==> config.mk <==
export PLATFORM = sky130hd
export DESIGN_NAME = fetch_pc_unit_flat
export DESIGN_NICKNAME = d
export VERILOG_FILES = /design/src/rtl/fetch_pc_unit_pkg.sv /design/src/rtl/fetch_pc_unit_if.sv /design/src/rtl/fetch_pc_unit_branch_target_calc.sv /design/src/rtl/fetch_pc_unit.sv /design/src/flat_wrapper.sv
export SDC_FILE = /design/constraint.sdc
export NUM_CORES = 1
export LEC_CHECK = 0
export CAP_MARGIN = 25
export CORE_MARGIN = 5
export CORE_UTILIZATION = 48
export DETAILED_ROUTE_END_ITERATION = 6
export PLACE_DENSITY = 0.78
export SETUP_SLACK_MARGIN = 0.4
export SYNTH_ARGS = -nofsm -noshare
export SYNTH_HDL_FRONTEND = slang
export SYNTH_SLANG_ARGS = --single-unit
export TNS_END_PERCENT = 100
==> constraint.sdc <==
create_clock -name clk -period 2.07 [get_ports clk]
set_clock_uncertainty 0.15 [all_clocks]
set_input_delay 0.3105 -clock clk [delete_from_list [all_inputs] [get_ports clk]]
set_output_delay 0.3105 -clock clk [all_outputs]
set_load 0.02 [all_outputs]
==> src/rtl/fetch_pc_unit_pkg.sv <==
// pipeline_defs: shared fetch-stage encodings and constants.
package pipeline_defs;
  typedef enum logic {FETCH = 1'b0, HOLD = 1'b1} fetch_state_t;
  localparam logic [31:0] WORD_BYTES = 32'd4;
  localparam logic [31:0] RESET_PC_DEFAULT = 32'h0000_0000;
endpackage

==> src/rtl/fetch_pc_unit_if.sv <==
// fetch_pc_unit_if: instruction-memory req/ack bus.
interface fetch_pc_unit_if;
  logic imem_req;
  logic imem_ack;
  logic [31:0] imem_addr;
  logic [31:0] imem_rdata;
  modport master (output imem_req, imem_addr, input imem_ack, imem_rdata);
  modport slave (input imem_req, imem_addr, output imem_ack, imem_rdata);
endinterface

==> src/rtl/fetch_pc_unit_branch_target_calc.sv <==
// branch_target_calc: pc4 plus sign-extended word offset, wrapping modulo 2^32.
module branch_target_calc (
  input  logic [31:0] pc4,
  input  logic [15:0] off16,
  output logic [31:0] target
);
  assign target = pc4 + {{14{off16[15]}}, off16, 2'b00};
endmodule

==> src/rtl/fetch_pc_unit.sv <==
// fetch_pc_unit: PC, imem req/ack fetch, delay-slot branch redirect and one-word skid into IF/ID.
module fetch_pc_unit
  import pipeline_defs::*;
#(
  parameter logic [31:0] RESET_PC = RESET_PC_DEFAULT
) (
  input  logic                   clk,
  input  logic                   reset_n,
  fetch_pc_unit_if.master        imem,
  input  logic                   stall_id,
  input  logic                   branch_valid,
  input  logic                   branch_imm,
  input  logic [15:0]            branch_off16,
  input  logic [31:0]            pc4_id,
  output logic                   if_valid,
  output logic [31:0]            if_instr,
  output logic [31:0]            if_pc4
);
  fetch_state_t state, state_nxt;
  logic [31:0] pc_q, redir_q, skid_instr, skid_pc4, target, pc_inc, next_addr;
  logic redir_pend, take, ack, hold;

  branch_target_calc u_btc (.pc4(pc4_id), .off16(branch_off16), .target(target));

  assign hold = state == HOLD;
  assign take = branch_valid && branch_imm && !stall_id;
  assign ack = imem.imem_ack && !hold;
  assign pc_inc = pc_q + WORD_BYTES;
  assign next_addr = take ? target : redir_pend ? redir_q : pc_inc;

  always_ff @(posedge clk or negedge reset_n)
    if (!reset_n) state <= FETCH;
    else state <= state_nxt;

  always_comb state_nxt = hold ? (stall_id ? HOLD : FETCH) : (ack && stall_id ? HOLD : FETCH);

  always_comb begin
    imem.imem_req = reset_n && !hold;
    imem.imem_addr = pc_q;
  end

  always_ff @(posedge clk or negedge reset_n)
    if (!reset_n) begin
      pc_q <= RESET_PC;
      redir_q <= '0;
      redir_pend <= 1'b0;
      skid_instr <= '0;
      skid_pc4 <= '0;
      if_valid <= 1'b0;
      if_instr <= '0;
      if_pc4 <= '0;
    end else begin
      // an un-acked take leaves the in-flight fetch as the delay slot
      if (ack) begin
        pc_q <= next_addr;
        redir_pend <= 1'b0;
      end else if (take && !hold) begin
        redir_q <= target;
        redir_pend <= 1'b1;
      end else if (take) pc_q <= target;
      if (ack && stall_id) begin
        skid_instr <= imem.imem_rdata;
        skid_pc4 <= pc_inc;
      end
      if (!stall_id) begin
        if_valid <= hold || ack;
        if (hold) begin
          if_instr <= skid_instr;
          if_pc4 <= skid_pc4;
        end else if (ack) begin
          if_instr <= imem.imem_rdata;
          if_pc4 <= pc_inc;
        end
      end
    end
endmodule

==> src/flat_wrapper.sv <==
// flat-port wrapper written by rule: the top's interface ports become plain ports
module fetch_pc_unit_flat import pipeline_defs::*;
#(
  parameter logic [31:0] RESET_PC = RESET_PC_DEFAULT
)
  (clk, reset_n, stall_id, branch_valid, branch_imm, branch_off16, pc4_id, if_valid, if_instr, if_pc4, imem_imem_req, imem_imem_addr, imem_imem_ack, imem_imem_rdata);
  fetch_pc_unit_if imem_i ();
  input  logic clk;
  input  logic reset_n;
  input  logic stall_id;
  input  logic branch_valid;
  input  logic branch_imm;
  input  logic [15:0] branch_off16;
  input  logic [31:0] pc4_id;
  output logic if_valid;
  output logic [31:0] if_instr;
  output logic [31:0] if_pc4;
  output wire logic [$bits(imem_i.imem_req)-1:0] imem_imem_req;
  output wire logic [$bits(imem_i.imem_addr)-1:0] imem_imem_addr;
  input wire logic [$bits(imem_i.imem_ack)-1:0] imem_imem_ack;
  input wire logic [$bits(imem_i.imem_rdata)-1:0] imem_imem_rdata;
  assign imem_imem_req = imem_i.imem_req;
  assign imem_imem_addr = imem_i.imem_addr;
  assign imem_i.imem_ack = imem_imem_ack;
  assign imem_i.imem_rdata = imem_imem_rdata;
  fetch_pc_unit #(.RESET_PC(RESET_PC)) u_core (.clk(clk), .reset_n(reset_n), .imem(imem_i), .stall_id(stall_id), .branch_valid(branch_valid), .branch_imm(branch_imm), .branch_off16(branch_off16), .pc4_id(pc4_id), .if_valid(if_valid), .if_instr(if_instr), .if_pc4(if_pc4));
endmodule
==> results of run 1 <==
logic make-up (layout without fill, tap and decap cells):
kind of cell | Yosys count | after routing | share of synthesized area [%]
buffers and inverters | 71 | 526 | 2.675
adder cells (fa/ha/maj) | 31 | 31 | 3.843
XOR/XNOR | 54 | 54 | 4.597
AO/OA/AOI/OAI | 312 | 312 | 17.48
flip-flops | 195 | 195 | 47.43
multiplexers | 97 | 97 | 10.11
AND/OR/NAND/NOR | 327 | 328 | 13.88
sequential cells by signal, indices dropped and copies added, names as in the netlist, 32 cells and up:
name	flops
u_core.if_pc4	32
u_core.if_instr	32
u_core.skid_pc4	32
u_core.redir_q	32
u_core.skid_instr	32
u_core.imem.imem_addr	32
critical path: stages (launching register included):
cell and delay [ns]:
dfrtp_2 0.38, and4_4 0.23, nand4_1 0.25, or3_4 0.49, nor2_4 0.16, buf_4 0.13
buf_6 0.10, nand2_4 0.07, nor3_2 0.18, a21oi_1 0.09, a2bb2oi_2 0.17, o21ai_1 0.11
how the worst max path moves through the flow:
stage,startpoint,end,cells past startpoint
5_1_grt,u_core.hold,u_core.imem.imem_addr[15],6
6_report,u_core.imem.imem_addr[11],u_core.imem.imem_addr[24],11
4_1_cts,pc4_id[2],u_core.imem.imem_addr[28],13
3_3_place_gp,branch_off16[0],u_core.imem.imem_addr[28],13
2_1_floorplan,branch_off16[0],u_core.imem.imem_addr[28],12
3_5_place_dp,branch_off16[0],u_core.imem.imem_addr[28],13
power by group:
part	total, W	switching (W)	leakage (nW)	internal, W
Sequential	0.00562	0.000844	2.35	0.00477
Clock	0.00330	0.00169	0.262	0.00161
Combinational	0.00735	0.00397	5.57	0.00337
Total	0.0163	0.00650	8.18	0.00976
what timing repair did:
action                                 4_1_cts  5_1_grt
setup endpoints to repair                  245      258
gates cloned                                22       15
gates resized for setup                    567      313
hold buffers                                 1        0
pin swaps                                  131      129
endpoints found under the hold margin      127        0
setup buffers                               51       30
Yosys cell counts, types with 3 or more instances:
library cell	count	area, um2
a21o_1	9	67.56
a21oi_1	99	495.5
a21oi_2	3	26.28
a221o_1	3	30.03
a221oi_1	4	35.03
a22oi_1	3	22.52
a31oi_1	8	50.05
and2_1	4	25.02
and3_1	10	62.56
and4_1	9	78.83
buf_1	5	18.77
clkbuf_1	53	198.9
dfrtp_1	195	4880
ha_1	30	375.4
inv_1	10	37.54
mux2_2	55	619.3
mux2i_1	42	420.4
nand2_1	158	593.1
nand2b_1	9	56.30
nand3_1	13	65.06
nand4_1	10	62.56
nor2_1	93	349.1
nor2b_1	6	37.54
nor3_1	6	30.03
o21a_1	4	30.03
o21ai_0	140	700.7
o21bai_1	3	22.52
o221ai_1	3	26.28
o22a_1	3	26.28
o22ai_1	8	50.05
or2_2	5	31.28
xnor2_1	26	227.7
xor2_1	28	245.2
cells in the final DEF (no fill, tap or decap), types with 12 or more instances in the layout:
master | Yosys | final
a21oi_1 | 99 | 68
a21oi_2 | 3 | 22
a21oi_4 | 1 | 13
buf_12 | 0 | 15
buf_16 | 0 | 21
buf_2 | 1 | 30
buf_4 | 2 | 166
buf_6 | 0 | 96
clkbuf_16 | 0 | 26
clkbuf_2 | 0 | 14
clkdlybuf4s50_1 | 0 | 55
dfrtp_1 | 195 | 178
dfrtp_2 | 0 | 16
dlygate4sd2_1 | 0 | 51
ha_1 | 30 | 12
ha_4 | 0 | 16
mux2_2 | 55 | 45
mux2i_1 | 42 | 33
nand2_1 | 158 | 104
nand2_2 | 0 | 13
nand2_4 | 0 | 39
nor2_1 | 93 | 69
nor2_2 | 1 | 12
nor2_4 | 0 | 13
o21ai_0 | 140 | 22
o21ai_1 | 1 | 62
o21ai_2 | 0 | 55
xnor2_2 | 0 | 17
xor2_2 | 0 | 17
final cells by class:
class	count	area share, %
Clock buffer	18	2.432
Clock inverter	14	0.6650
Inverter	10	0.2078
Multi-Input combinational cell	822	39.93
Sequential cell	195	27.15
Tap cell	275	1.905
Timing Repair Buffer	484	27.71
through the flow:
stage          setup WS [ns]  TNS, ns  instance area [um2]  util [%]  std cells
2_1_floorplan        -0.5008   -10.87                10690         -       1087
3_3_place_gp          -1.064   -41.76                14090     66.84       1667
3_5_place_dp          -1.146   -45.26                14090     66.84       1667
4_1_cts              -0.3081   -4.949                16520     78.35       1773
5_1_grt              -0.5588   -24.83                18060     85.65       1818
6_report             -0.5412   -24.18                18060     85.65       1818
layer usage:
layer  GRT usage, %  vias up
met3          5.835      342
met4          12.85        0
met2          50.80     1007
met1          37.35     5683
met5              0        -
li1               -     4701
==> summary.txt, run 1 <==
Status
  • Status: finished with violations
  • Failing checks: setup timing

Timing
  • Fmax: 383.0 MHz
  • Final worst slack: -0.5412 ns
  • Min Hold Slack: 0.1127 ns
  • Final-report max-slew violation count: 0
  • Setup violators final: 77
  • RSZ-0062 raised after global routing: yes
  • Max-slew headroom: 36.10%
  • Worst-Margin Slew: 0.9549 ns
  • Tcrit/Tclk final: 126.1%
  • Final Hold Vio Count: 0
  • Minimum clock period: 2.611 ns

Drt
  • Routed wl met3: about 5.1 mm
  • # DRC: 0
  • Vias: 11730
  • Met1 Wirelength: 16.76 mm
  • Final wirelength: 48.90 mm
  • DR iter-0 viols: 1665
  • Routed WL per cell: 26.90 um
  • Top Layer Used: met4
  • Vias per cell: 6.454
  • ANT nets after route: 0
  • TritonRoute pass-1 iters: 7
  • Met2 WL: roughly 23 mm

Clock network
  • CTS H-Tree Depth: 4
  • Clock Path Buffers: 2
  • Clock transition at path regs: 0.08 ns
  • Clk sink count: 195
  • Clock Latency Late Sink: 0.46 ns
  • CTS Buf Count: 17
  • Root Buffer: clkbuf_16
  • CTS tree: built

Min path
  • Hold depth: 3
  • Worst Hold Endpoint: u_core.redir_q[2]
  • Hold_sp: pc4_id[2]
  • Hold Crit Class: input pin to flip-flop

Placed design
  • Routability Congestion: 0.9129
  • Dpl hpwl: 21.28 mm
  • Port Buffers: between 150 and 200

Cells and area
  • Area growth from synthesis to layout: 75.54%
  • Area occupied by multi-input gates: 7212 um2
  • Number of diodes: 0
  • Fraction of layout cells with a size suffix above 1: 50.23%
  • Register area: 4903 um2
  • Fillers: 930
  • Fin nets: between 1500 and 2000

Floorplanning
  • Die width: 156.4 um
  • Rows: 53
  • Initial Utilization: 48.79%
  • Core area: ~21000 um2
  • I/O Pins: approximately 180
  • Die area: 24460 um2
  • DIE HEIGHT: 156.4 um

Logic synthesis
  • Seq cells post-synth: 195
  • Register area share after synthesis: 47.43%
  • Avg Inst Size Synth: 9.465 um2
  • Number of synthesized flops with an enable pin: 0
  • Post-synth ARST share: 100.0%
  • Yosys cell types: 58
  • Post-Syn Area: 10290 um2
  • Mapped Nets: 1204
  • Yosys synthesis warning count: 0
  • Synth Flop Type: dfrtp_1
  • Gate Count Post-Synth: around 1100

Power and ir drop
  • Power Total: 0.01626 W
  • P_leak: 8.182 nW
  • Pwr per Cell Area: between 900 and 1000 nW/um2
  • Worst VDD drop: 0.6775 mV

Critical path
  • CP arrival: 2.83 ns
  • Reg-to-reg setup timing slack: -0.54 ns
  • CP max FO: 3
  • Worst Reg-to-Reg Cells: 11
  • Startpoint Class: flip-flop
  • Worst Path Class, Setup: flip-flop to flip-flop
  • Worst r2r src: u_core.imem.imem_addr[11]
  • WP data required: 2.29 ns
  • End of the worst register-to-register path: u_core.imem.imem_addr[24]
  • CP endpoint kind: flip-flop

Global route
  • Gr ovfl total: 0
  • First-pass GRT wire length: approximately 58 mm
  • Number of global-route vias before repair: 10690
  • Antenna violations before repair: 0
  • GRT Overall Usage: 29.91%
  • Pin count of the biggest net entering global routing: around 130

Run
  • Max cap viols: 0
No activity file was read; power rests on OpenSTA's default activity.
==> run 2, diff against run 1 <==
- CORE_UTILIZATION: 48 -> 53
- PLACE_DENSITY: 0.78 -> 0.81
- clock period: 2.07 -> 2.7 ns (I/O delays scaled with it)
==> summary.txt, run 2 (same netlist as run 1, synthesis figures left out) <==
Floorplanning
  • DIE HEIGHT: 149.3 um
  • Die area: 22300 um2
  • Rows: about 50
  • Initial Utilization: a little over half
  • I/O Pins: 184
  • Core area: 19270 um2
  • Die width: between 100 and 150 um

Critical path
  • Worst Path Class, Setup: input pin to flip-flop
  • CP endpoint kind: flip-flop
  • CP endpoint: u_core.imem.imem_addr[28]
  • WP data required: about 2.9 ns
  • Reg-to-reg setup timing slack: 0.39 ns
  • Worst Reg-to-Reg Cells: 6
  • End of the worst register-to-register path: u_core.imem.imem_addr[25]
  • Crit path from: branch_off16[0]
  • CP max FO: 3
  • Startpoint Class: input pin
  • Worst r2r src: u_core.hold
  • CP arrival: 2.60 ns

Power and ir drop
  • Worst VDD drop: about 0.33 mV
  • P_leak: 6.299 nW
  • Pwr per Cell Area: 720.4 nW/um2
  • Power Total: roughly 0.010 W

Placed design
  • Dpl hpwl: 19.09 mm
  • Routability Congestion: between 0.9 and 1
  • Pre-CTS setup slack: -0.6084 ns
  • Port Buffers: 183
  • Dpl cell area: 13300 um2

Timing
  • Final Hold Vio Count: 0
  • Fmax: 409.5 MHz
  • Max-slew headroom: 34.21%
  • Worst-Margin Slew: 0.9868 ns
  • Setup violators final: 0
  • RSZ-0062 raised after global routing: yes
  • Tcrit/Tclk final: 90.45%
  • Final worst slack: between 0.2 and 0.3 ns
  • Minimum clock period: 2.442 ns
  • Final-report max-slew violation count: 0

Cells and area
  • Fraction of layout cells with a size suffix above 1: 25.96%
  • Commonest non-fill, non-tap cell in the layout: dfrtp_1
  • Fin nets: 1487
  • Post-layout util: 75.52%
  • Number of diodes: 0
  • Area growth from synthesis to layout: 41.44%
  • Most frequent cells in the layout: dfrtp_1, clkdlybuf4s50_1, nand2_1, buf_4, o21ai_0
  • Design Area, Final: 14550 um2

Clock network
  • Clock transition at path regs: 0.07 ns
  • Clock Path Buffers: 2
  • Root Buffer: clkbuf_16
  • CTS H-Tree Depth: 4
  • Clock Latency Late Sink: 0.43 ns
  • CTS tree: built
  • CTS Buf Count: 17
  • Clk sink count: roughly 200

Drt
  • DR iter-0 viols: around 840
  • Vias: 9258
  • Final wirelength: 28.44 mm
  • TritonRoute pass-1 iters: 5
  • Vias per cell: 5.618
  • Routed wl met3: 2.407 mm
  • Met2 WL: 13.46 mm
  • Top Layer Used: met4
  • ANT nets after route: 0
  • Met1 Wirelength: 11.99 mm
  • # DRC: 0
  • Routed WL per cell: about 17 um

Run
  • Max cap viols: 0

Global route
  • Pin count of the biggest net entering global routing: 196
  • Number of global-route vias before repair: 8888
  • GRT Overall Usage: 24.57%
  • Antenna violations before repair: 0
  • Gr ovfl total: 0
  • First-pass GRT wire length: 44.17 mm

Status
  • Status: finished clean

Min path
  • Hold Crit Class: input pin to asynchronous set/reset pin
run 2: cell types whose count changed in the layout (fill, tap and decap cells not counted), sizes merged, moves of 2 or more:
cell	before	now
bufbuf	2	0
clkdlybuf4s50	55	157
clkdlybuf4s15	15	6
clkbuf	42	22
clkinv	2	4
dlygate4sd2	51	4
buf	332	153
inv	17	13
dlymetal6s2s	4	1
run 2: worst min path at each step:
stage                   startpoint                   to  slack, ns
4_1_cts                    reset_n   u_core.redir_q[12]       0.14
2_1_floorplan              reset_n          u_core.hold      -0.04
3_5_place_dp   u_core.if_instr[17]  u_core.if_instr[17]       0.32
5_1_grt                    reset_n     u_core.if_pc4[3]       0.19
6_report                   reset_n   u_core.skid_pc4[6]       0.10
3_3_place_gp     u_core.redir_q[6]    u_core.redir_q[6]       0.31
run 2: report_power, final:
part | total (W) | switching [W] | leakage (nW) | internal [W]
Sequential | 0.00418 | 0.000521 | 2.35 | 0.00366
Combinational | 0.00388 | 0.00200 | 3.69 | 0.00189
Clock | 0.00242 | 0.00114 | 0.256 | 0.00128
run 2: area by class of cell:
class	instances	area, um2
clock buffers	18	429.2
clock inverters	14	132.6
fillers	1314	4718
inverters	10	37.54
multi-input cells	821	5758
flip-flops and latches	195	4897
well taps	265	331.6
repair buffers	325	2967
run 2: timing repair:
item                       in CTS  in global routing
buffers inserted               16                 15
hold buffers                    0                  0
setup endpoints to repair      56                 48
pin swaps                      57                 48
resized for setup             118                 67
run 2: per-stage QoR:
stage                     std cells  hold slack, ns  TNS, ns
after CTS                      1633          0.1416        0
final                          1648          0.1024        0
after detailed placement       1585          0.3194   -15.74
after floorplan                1087        -0.04059        0
after global routing           1648          0.1897        0
after global placement         1585          0.3065   -13.70
run 2: worst max-delay path, stage by stage:
cell       delay [ns]
buf_6            0.07
ha_4             0.13
inv_2            0.04
fa_2             0.33
nand2b_4         0.16
a21oi_4          0.17
o2111ai_2        0.14
a21oi_2          0.26
a21boi_2         0.10
o21ai_2          0.17
a31oi_1          0.12
xnor2_1          0.17
a221o_1          0.33
run 2: routing by layer:
layer / GRT usage [%] / up-vias
met3: 5.226 / 64
met4: 8.558 / 0
met1: 32.70 / 4368
li1: - / 4392
met5: 0 / -
met2: 40.14 / 434
